File: src/rtl/ir_queue.sv
// ============================================================================
// Module   : ir_queue
// Purpose  : DEPTH-entry instruction FIFO with head decode (fields, immediate).
//            Optional macro IR_BYPASS_EN: empty-queue same-cycle bypass.
// Revision : 1.0 - initial release
// ============================================================================
`default_nettype none

module ir_queue #(
    parameter int XLEN  = 32,
    parameter int DEPTH = 4
) (
    input  logic                         clk,
    input  logic                         rst,
    input  logic [31:0]                  inst_in,
    input  logic                         inst_valid,
    output logic                         inst_ready,
    input  logic                         advance,
    input  logic                         flush,
    output logic                         ir_valid,
    output logic [31:0]                  inst_out,
    output logic [6:0]                   opcode,
    output logic [4:0]                   dest,
    output logic [2:0]                   funct3,
    output logic [4:0]                   reg1,
    output logic [4:0]                   reg2,
    output logic [6:0]                   funct7,
    output logic [XLEN-1:0]              imm,
    output logic [$clog2(DEPTH+1)-1:0]   count
);

    localparam int          c_PW  = $clog2(DEPTH);
    localparam int          c_CW  = $clog2(DEPTH + 1);
    localparam logic [31:0] c_NOP = 32'h0000_0013;

    logic [31:0]     r_mem [DEPTH];
    logic [c_PW-1:0] r_wptr;
    logic [c_PW-1:0] r_rptr;
    logic [c_CW-1:0] r_count;

    logic            w_empty;
    logic            w_full;
    logic            w_bypass;
    logic            w_push;
    logic            w_pop;
    logic [31:0]     w_imm32;

    assign w_empty = (r_count == '0);
    assign w_full  = (r_count == c_CW'(DEPTH));

`ifdef IR_BYPASS_EN
    assign w_bypass = w_empty && inst_valid && !flush;
`else
    assign w_bypass = 1'b0;
`endif

    // A bypassed instruction consumed in the same cycle is never written.
    assign w_push = inst_valid && !w_full && !flush && !(w_bypass && advance);
    assign w_pop  = advance && !w_empty && !flush;

    assign inst_ready = !w_full;
    assign ir_valid   = !w_empty || w_bypass;
    assign count      = r_count;

    always_comb begin
        inst_out = c_NOP;
        if (!w_empty) begin
            inst_out = r_mem[r_rptr];
        end else if (w_bypass) begin
            inst_out = inst_in;
        end
    end

    always_ff @(posedge clk or negedge rst) begin
        if (!rst) begin
            r_wptr  <= '0;
            r_rptr  <= '0;
            r_count <= '0;
        end else if (flush) begin
            r_wptr  <= '0;
            r_rptr  <= '0;
            r_count <= '0;
        end else begin
            if (w_push) begin
                r_wptr <= r_wptr + c_PW'(1);
            end
            if (w_pop) begin
                r_rptr <= r_rptr + c_PW'(1);
            end
            unique case ({w_push, w_pop})
                2'b10:   r_count <= r_count + c_CW'(1);
                2'b01:   r_count <= r_count - c_CW'(1);
                default: r_count <= r_count;
            endcase
        end
    end

    always_ff @(posedge clk) begin
        if (w_push) begin
            r_mem[r_wptr] <= inst_in;
        end
    end

    assign opcode = inst_out[6:0];
    assign dest   = inst_out[11:7];
    assign funct3 = inst_out[14:12];
    assign reg1   = inst_out[19:15];
    assign reg2   = inst_out[24:20];
    assign funct7 = inst_out[31:25];

    always_comb begin
        w_imm32 = '0;
        unique case (inst_out[6:0])
            7'b0000011, 7'b0010011, 7'b1100111, 7'b1110011:
                w_imm32 = {{20{inst_out[31]}}, inst_out[31:20]};
            7'b0100011:
                w_imm32 = {{20{inst_out[31]}}, inst_out[31:25], inst_out[11:7]};
            7'b1100011:
                w_imm32 = {{19{inst_out[31]}}, inst_out[31], inst_out[7],
                           inst_out[30:25], inst_out[11:8], 1'b0};
            7'b0110111, 7'b0010111:
                w_imm32 = {inst_out[31:12], 12'b0};
            7'b1101111:
                w_imm32 = {{11{inst_out[31]}}, inst_out[31], inst_out[19:12],
                           inst_out[20], inst_out[30:21], 1'b0};
            default:
                w_imm32 = '0;
        endcase
    end

    // XLEN >= 32, so at least one replicated sign bit always exists.
    assign imm = {{(XLEN-31){w_imm32[31]}}, w_imm32[30:0]};

endmodule

`default_nettype wire

File: config.mk
export PLATFORM = sky130hd
export DESIGN_NAME = ir_queue
export DESIGN_NICKNAME = d
export VERILOG_FILES = /design/src/rtl/ir_queue.sv
export SDC_FILE = /design/constraint.sdc
export NUM_CORES = 1
export LEC_CHECK = 0
export ABC_AREA = 1
export ABC_CLOCK_PERIOD_IN_PS = 2900
export CAP_MARGIN = 25
export CORE_ASPECT_RATIO = 1.2
export CORE_MARGIN = 3
export CORE_UTILIZATION = 30
export DETAILED_ROUTE_END_ITERATION = 7
export MAX_ROUTING_LAYER = met4
export PLACE_DENSITY = 0.54
export SYNTH_ARGS = -nofsm -noshare
export SYNTH_HDL_FRONTEND = slang
export SYNTH_SLANG_ARGS = --single-unit
File: constraint.sdc
create_clock -name clk -period 2.9 [get_ports clk]
set_input_delay 0.435 -clock clk [delete_from_list [all_inputs] [get_ports clk]]
set_output_delay 0.435 -clock clk [all_outputs]
set_load 0.01 [all_outputs]
Word-level counts from Yosys, hierarchy flattened
Memories as Yosys holds them, arrays and structs flattened.
Index checks and enable logic that the tools add are counted.
- output and inout port bits: 101
- memories: 1
- bits of input ports: 37
- logic and storage cells: 43
- register bits: 7
- RAM bits: 128
- eq/ne operators: 12
- reduce and logical (&&, ||, !) cells: 13
- add/subtract/negate cells: 4
- multiplexer cells: 10
- memories (name ; words ; bits a word ; rd ports ; clocked after Yosys merged registers in ; write ports ; line ; source):
    r_mem ; 4 ; 32 ; 1 ; 0 ; 1 ; 36 ; logic [31:0] r_mem [DEPTH];
- operators with widths (operator ; count):
    case mux 32 bit (5 select lines) ; 1
    two-way mux 32 bit ; 1
    equality test 7 bit (second input constant) ; 4
    equality test 7 x 5 -> 1 bit (second input constant) ; 2
    equality test 7 x 6 -> 1 bit (second input constant) ; 2
    two-way mux 2 bit ; 4
    equality test 7 x 2 -> 1 bit (second input constant) ; 1
    case mux 3 bit (2 select lines) ; 1
    adder 2 x 1 -> 2 bit (second input constant) ; 2
    logical AND 1 bit ; 4
    nonzero test 2 bit ; 2
    OR reduction 4 bit ; 1
    adder 3 x 1 -> 3 bit (second input constant) ; 1
    equality test 3 bit (second input constant) ; 1
    logical NOT 1 bit ; 3
    logical NOT 3 bit ; 1
    two-way mux 3 bit ; 1
    nonzero test 3 bit ; 1
    subtractor 3 x 1 -> 3 bit (second input constant) ; 1
    equality test 2 x 1 -> 1 bit (second input constant) ; 1
    equality test 2 bit (second input constant) ; 1
    two-way mux 1 bit ; 2
    OR reduction 2 bit ; 1

Depth between registers and ports, before layout
Gate-level depths: netlist of the first run.
- word-level depth: 7
- depth in mapped cells: 15
- depth with buffers taken out: 13

Worst setup path before layout of the first run
OpenSTA, ideal clock, no wires.
- kind: register to register
- start point: register r_count[0] (netlist: count[0])
- end point: memory r_mem[2][0], enable pin
- required time: 2.479 ns
- cell stages (with the launch flop): 7
- path buffers: 0
- setup time: 0.421 ns
- slack: 0.058 ns
- period minus slack after synthesis: 2.842 ns
- arrival time: 2.421 ns
- cell sequence: dfrtp_1 > inv_1 > nand3_1 > nand2_1 > nor2_1 > inv_1 > nor2_1
- cells in the longest elaborated chain, start to end: 6
- RTL lines (element ; line ; source):
    start: declaration ; 39 ; logic [c_CW-1:0] r_count;
    start signal: assignment ; 91 ; 2'b10: r_count <= r_count + c_CW'(1);
    start signal: assignment ; 92 ; 2'b01: r_count <= r_count - c_CW'(1);
    start signal: assignment ; 93 ; default: r_count <= r_count;
    equality test 3 bit ; 49 ; assign w_full = (r_count == c_CW'(DEPTH));
    logical NOT 1 bit ; n/a ;
    net inst_ready ; 17 ; output logic inst_ready,
    logical AND 1 bit (2 in a row) ; 58 ; assign w_push = inst_valid && !w_full && !flush && !(w_bypass && advance);
    two-way mux 1 bit ; 99 ; if (w_push) begin
    two-way mux 1 bit (not written as such) ; 100 ; r_mem[r_wptr] <= inst_in;
    end: declaration ; 36 ;
The timed path passes the listed nets, and every way through them passes these cells.

Worst setup path in the final report of the first run
- start point: register r_rptr[0]
- end point: output port imm[5]
- cells in the longest elaborated chain, start to end: 5
- elaborated cells on any way between the ends: 14
- those cells by class: eq/ne: 9; mux: 2; reduce/logical: 2; memory: 1
- RTL lines (element ; line ; source):
    start: declaration ; 38 ; logic [c_PW-1:0] r_rptr;
    start signal: assignment ; 88 ; r_rptr <= r_rptr + c_PW'(1);
    memory read (4 x 32 bit) * ; n/a ;
    two-way mux 32 bit * ; 67 ; if (!w_empty) begin
    equality test 7 x 2 -> 1 bit, or another cell as far along ; 113 ; unique case (inst_out[6:0])
    OR reduction 4 bit / OR reduction 2 bit (equally long branches) ; 113 ;
    case mux 32 bit (5 select lines) * ; 113 ;
    end: declaration ; 28 ; output logic [XLEN-1:0] imm,
Every way passes the cells marked *; elsewhere a longest branch is shown, timed or not.

==> metrics.md, run 1 <==
| Metric | Value |
|---|---|
| Max VDD drop | `0.509 mV` |
| Fin. max-slew vios | `0` |
| RSZ-0062 raised after global routing | `true` |
| Die Area | `approximately 23000 µm²` |
| GR met2 Demand/Resource | `about 29%` |
| Routed vias | `5258` |
| Final WS setup | `0.00995 ns` |
| Number of global-route vias before repair | `5281` |
| Pre-CTS setup slack | `-0.0301 ns` |
| Fill cell count | `1971` |
| Cell row count | `58` |
| Netlist cell types | `31` |
| Crit Path Class | `reg -> out` |
| GRT overflow | `0` |
| Initial antenna violation count | `1` |
| Commonest non-fill, non-tap cell in the layout | `nor2_1` |
| Worst Max-Slew Pin Slew | `about 0.57 ns` |
| Area grow syn2layout | `45.5%` |
| First-pass DRT Iterations | `5` |
| Clock Tree Buf Depth | `2` |
| Rel. slew slack | `61.6%` |
| Max FO, Critical Path | `5` |
| Die Height | `167 µm` |
| Synth warnings | `0` |
| Top post-synthesis cells by area | `edfxtp_1, nor2_1, nand2_1` |
| Global-route wire length before repair | `around 30000 µm` |
| Cts hold-fix bufs | `0` |
| Mapped Area | `6490 µm²` |
| Post-Synthesis Cells | `roughly 670` |
| Vias per cell | `4.64` |
| Overall Power | `10200 µW` |
| # DRC | `0` |
| Status | `finished clean` |
| Mean area per synthesized cell | `9.75 µm²` |
| Pin count of the biggest net entering global routing | `33` |
| CP endpoint kind | `output pin` |
| H-tree depth | `4` |
| Slowest cell on crit path | `dfrtp_2` |
| Setup Skew | `approximately 0.0069 ns` |
| NumNets Final | `891` |
| Startpoint Class | `register` |
| Die Width | `140 µm` |
| Most frequent cells in the layout | `nor2_1, edfxtp_1, nand2_1, clkdlybuf4s50_1, buf_4` |
| CTS root buffer | `clkbuf_16` |
| Avg WL per Cell | `approximately 17 µm` |
| IO Count | `138` |
| R2R depth | `8` |
| Yosys reg bits | `135` |
| GRT Total Usage | `17.0%` |
| Busiest grt layer | `met2` |
| Drt initial violations | `around 240` |
| Post-synth top area cell | `edfxtp_1` |
| # setup viols final | `0` |
| Met1 usage | `between 10% and 20%` |
| Reg-to-reg endpoint | `r_mem[0][5]` |
| Final Util | `between 40 and 50%` |
| Max-cap violations | `0` |
| Most frequent cell on the critical path | `nand2_1` |
| Share of cells above drive strength 1 | `roughly a quarter` |
| Cell Pwr Density | `1080 nW/µm²` |
| Final Critical Period | `a little under 3 ns` |
| WL final | `about 20000 µm` |
| Clock Latency Late Sink | `approximately 0.42 ns` |
| Arr. time, crit path | `2.46 ns` |
| Start point of the critical path | `r_rptr[0]` |
| Worst r2r src | `count[0]` |
| CP required | `around 2.5 ns` |
| FFs w/ async S/R, synth | `5.19%` |
| M3 GR Usage | `2.83%` |
| Number of flops mapped to enable cells by yosys | `128` |
| Worst Hold Slack | `about 0.29 ns` |
| Core Region | `21100 µm²` |
| CTS tree | `done` |
| Yosys top cell area share | `59.2%` |
| Clock sinks | `about 140` |
| Fin. Hold Viols | `0` |
| Dpl hpwl | `12600 µm` |
| Final cycle utilization of the critical path | `99.7%` |
| Leakage | `between 0.003 and 0.004 µW` |
| Top delay family on crit path | `simple AND/OR/NAND/NOR gates` |
| Routed Antenna Nets | `0` |
| TritonCTS Buffers | `17` |
| Slack of the worst reg-to-reg path | `0.76 ns` |
| Register clock-pin slew on the reported worst setup and hold paths | `0.06 ns` |
| Peak Freq | `346 MHz` |
| RePlAce Congestion | `0.784` |
| Primary FF master, synth | `edfxtp_1` |
| PortBufs | `about 140` |
| HP Class | `in -> async` |
| CP max stage delay | `0.46 ns` |
| Buf/Inv on CP | `5` |
| Initial core utilization | `30.7%` |
| Seq/Total Area, Yosys | `61.9%` |
| Crit-path cells | `inv_4 -> buf_4 -> nand2_1 -> nand2_1 -> nand2_1 -> nand2_1 -> nand3_2 -> nor2_4 -> buf_4 -> nand2_1 -> nand2_1 -> nor2_4 -> buf_4 -> nor2_1 -> buf_2` |
| Syn nets | `708` |
==> synth_stat cells (2+ instances only) <==
library cell / number
nor2_1: 140
nand2_1: 130
edfxtp_1: 128
o21ai_0: 55
nand3_1: 53
buf_4: 36
inv_1: 33
a21oi_1: 24
buf_2: 15
clkbuf_1: 8
dfrtp_1: 7
buf_1: 6
ha_1: 4
inv_2: 4
nand2_2: 4
nor2_2: 3
nand2_4: 2
==> final cells by class <==
type	count	area (µm²)	share of cell area (%)
Antenna cell	1	2.50	0.0265
Clock buffer	17	425	4.50
Clock inverter	15	140	1.48
Inverter	37	146	1.55
Multi-Input combinational cell	429	2150	22.8
Sequential cell	135	4020	42.6
Tap cell	270	338	3.58
Timing Repair Buffer	229	2220	23.5
==> timing repair <==
item                                    4_1_cts  5_1_grt
resized for setup                           148       48
gates cloned                                  6        2
pin swaps                                     5       12
buffers inserted                             10       16
endpoints found under the setup margin       44       72
==> flip-flops by register name, indices dropped and copies added (netlist names) <==
signal,flops
r_wptr,2
r_rptr,2
r_mem,128
count,3
==> per-stage QoR <==
stage	area [µm²]	std cells	setup TNS, ns
2_1_floorplan	6490	666	0
3_3_place_gp	8340	1067	-0.0464
3_5_place_dp	8340	1067	-0.0839
4_1_cts	9200	1115	-0.280
5_1_grt	9440	1133	-1.70
6_report	9440	1133	0
==> logic make-up (layout without fill, tap and decap cells) <==
kind of cell | Yosys count | count (layout) | share of synthesized area (%)
fa+ha+maj | 5 | 5 | 1.08
other cells | 0 | 1 | 0
compound gates | 83 | 83 | 6.53
flops | 135 | 135 | 61.9
buf+inv | 103 | 298 | 8.44
simple gates | 338 | 339 | 21.8
xor+xnor | 2 | 2 | 0.270
==> worst max-delay path by stage <==
stage	end	depth (start not counted)
3_5_place_dp	imm[22]	9
3_3_place_gp	imm[22]	13
2_1_floorplan	r_mem[2][0]	6
6_report	imm[5]	15
5_1_grt	imm[5]	15
4_1_cts	inst_out[25]	7
==> report_power, final <==
part	internal [µW]	total, µW	switching (µW)
logic	2810	5850	3040
registers	2270	2330	56.7
clock network	1190	2050	855
==> routing by layer <==
metal	vias up	share of wire, %	routed length (µm)
met5	-	0	0
met4	0	3.5	678
met2	147	52	10100
met3	46	4.3	848
li1	2565	-	-
met1	2500	41	7960
No activity file was read; power rests on OpenSTA's default activity.
==> run 2, diff against run 1 <==
Settings changed: CTS_BUF_LIST from default to sky130_fd_sc_hd__clkbuf_2, RECOVER_POWER from default to 100.
==> metrics.md, run 2 (same netlist as run 1, synthesis figures left out) <==
| Metric | Value |
|---|---|
| CP required | `2.47 ns` |
| Seq. cell area | `4020 µm²` |
| Busiest grt layer | `met2` |
| # setup viols final | `between 60 and 70` |
| Fin. Hold Viols | `0` |
| Vias per cell | `around 4.7` |
| HP Class | `in -> reg` |
| RePlAce Congestion | `0.784` |
| CTS root buffer | `clkbuf_2` |
| GRT overflow | `0` |
| Design Area, Final | `9750 µm²` |
| Max FO, Critical Path | `5` |
| Cell row count | `58` |
| Multi-input logic area | `2460 µm²` |
| Max FFs per register | `roughly 130` |
| Clock Tree Buf Depth | `2` |
| Arr. time, crit path | `2.74 ns` |
| Routed Antenna Nets | `0` |
| Worst Max-Slew Pin Slew | `0.570 ns` |
| Number of global-route vias before repair | `5386` |
| Final WS setup | `-0.275 ns` |
| H-tree depth | `4` |
| Die Area | `23500 µm²` |
| # DRC | `0` |
| Final Critical Period | `3.17 ns` |
| Max-cap violations | `0` |
| Dpl hpwl | `roughly 13000 µm` |
| Most frequent cells in the layout | `edfxtp_1, nor2_1, nand2_1, buf_4, o21ai_0` |
| Failing checks | `setup timing` |
| Setup Skew | `0.0300 ns` |
| Share of cells above drive strength 1 | `a little over a third` |
| Overall Power | `9930 µW` |
| GR met2 Demand/Resource | `29.5%` |
| Drt initial violations | `297` |
| Area grow syn2layout | `50.2%` |
| GRT Total Usage | `between 10% and 20%` |
| Avg WL per Cell | `17.6 µm` |
| Clock Latency Late Sink | `0.72 ns` |
| Die Height | `167 µm` |
| Fin. max-slew vios | `0` |
| M3 GR Usage | `approximately 3.5%` |
| WL final | `20600 µm` |
| Core Region | `21100 µm²` |
| Status | `finished with violations` |
| Cell Pwr Density | `1020 nW/µm²` |
| Largest register by flop count | `r_mem` |
| RSZ-0062 raised after global routing | `true` |
| Fill cell count | `1937` |
| Peak Freq | `315 MHz` |
| Max VDD drop | `roughly 0.46 mV` |
| Crit Path Class | `reg -> out` |
| Leakage | `0.00416 µW` |
| Placed Area | `8340 µm²` |
| First-pass DRT Iterations | `6` |
| Commonest non-fill, non-tap cell in the layout | `edfxtp_1` |
| IO Count | `~140` |
| Initial core utilization | `between 30% and 40%` |
| PortBufs | `between 100 and 150` |
| Finished Layout Cells | `1166` |
| Routed vias | `5470` |
| NumNets Final | `approximately 920` |
| Startpoint Class | `register` |
| Pin count of the biggest net entering global routing | `33` |
| CTS tree | `done` |
| TritonCTS Buffers | `17` |
| CP endpoint kind | `output pin` |
| Register clock-pin slew on the reported worst setup and hold paths | `0.19 ns` |
| Die Width | `between 100 and 150 µm` |
| Met1 usage | `between 10% and 20%` |
| Inst Count DP | `1067` |
| Rel. slew slack | `61.6%` |
| Global-route wire length before repair | `30300 µm` |
| Initial antenna violation count | `2` |
| Final cycle utilization of the critical path | `109%` |
| Clock sinks | `roughly 140` |
==> run 2: cell count changes in the layout (fill, tap and decap cells not counted), sizes merged, moves of 4 or more <==
cell           previous run  this run
clkdlybuf4s50           102        36
buf                     111       154
dlygate4sd3               0        34
clkdlybuf4s15             3        14
dlymetal6s2s              1         7
dlygate4sd2               2         6
==> run 2: cell type report <==
type | count | share of cell area, %
multi-input cells | 429 | 25.2
clock buffers | 17 | 0.872
clock inverters | 15 | 1.44
repair buffers | 260 | 26.1
flip-flops and latches | 135 | 41.2
well taps | 270 | 3.46
inverters | 37 | 1.60
diodes | 3 | 0.0770
==> run 2: stage by stage <==
stage          worst slack (ns)  util, %  hold slack, ns  TNS (ns)
6_report                 -0.275     46.2           0.340    -11.19
5_1_grt                  -0.480     46.2           0.266    -25.88
4_1_cts                  -0.376     42.8           0.255    -20.53
3_5_place_dp            -0.0301     39.5           0.637   -0.0839
3_3_place_gp            -0.0239     39.5           0.629   -0.0464
2_1_floorplan            0.0580        -           0.139         0
==> run 2: metal layers <==
metal	routed length (µm)	vias to the layer above
met1	8230	2641
met3	943	40
li1	-	2632
met5	0	-
met4	624	0
met2	10800	157
==> run 2: worst max-delay path: stages, from the launching register on <==
cell     delay (ns)
dfrtp_2        0.48
buf_12         0.16
buf_12         0.14
nand2_4        0.05
nand3_2        0.05
nand2_2        0.11
buf_6          0.11
nand3_4        0.07
nor2_4         0.14
buf_6          0.12
nand2_8        0.05
nand2_8        0.12
nor2_4         0.06
buf_6          0.13
nor2_1         0.09
buf_2          0.14
==> run 2: where the power goes <==
| part | leakage (µW) | internal, µW | switching, µW |
|---|---|---|---|
| Combinational | 0.00278 | 3100 | 3440 |
| Sequential | 0.00125 | 2260 | 53.4 |
| Clock | 0.000126 | 326 | 752 |
==> run 2: path summary, 6_finish.rpt <==
path | start | endpoint | slack, ns | cells after the start
max | r_rptr[0] | imm[10] | -0.27 | 15
max reg2reg | count[1] | r_mem[0][5] | 0.65 | 8
max in group asynchronous | rst | r_rptr[0] | 2.04 | 2
min reg2reg | r_wptr[1] | r_wptr[1] | 0.65 | 2
min | flush | r_rptr[0] | 0.34 | 2
min in group asynchronous | rst | count[0] | 0.57 | 2
==> run 2: timing repair <==
item                                    in CTS  in global routing
setup buffers                               27                 28
pin swaps                                   23                 63
cloned                                       8                  5
hold endpoints to repair                     7                  0
endpoints found under the setup margin      94                 90
resized for setup                          267                133
hold buffers                                 1                  0
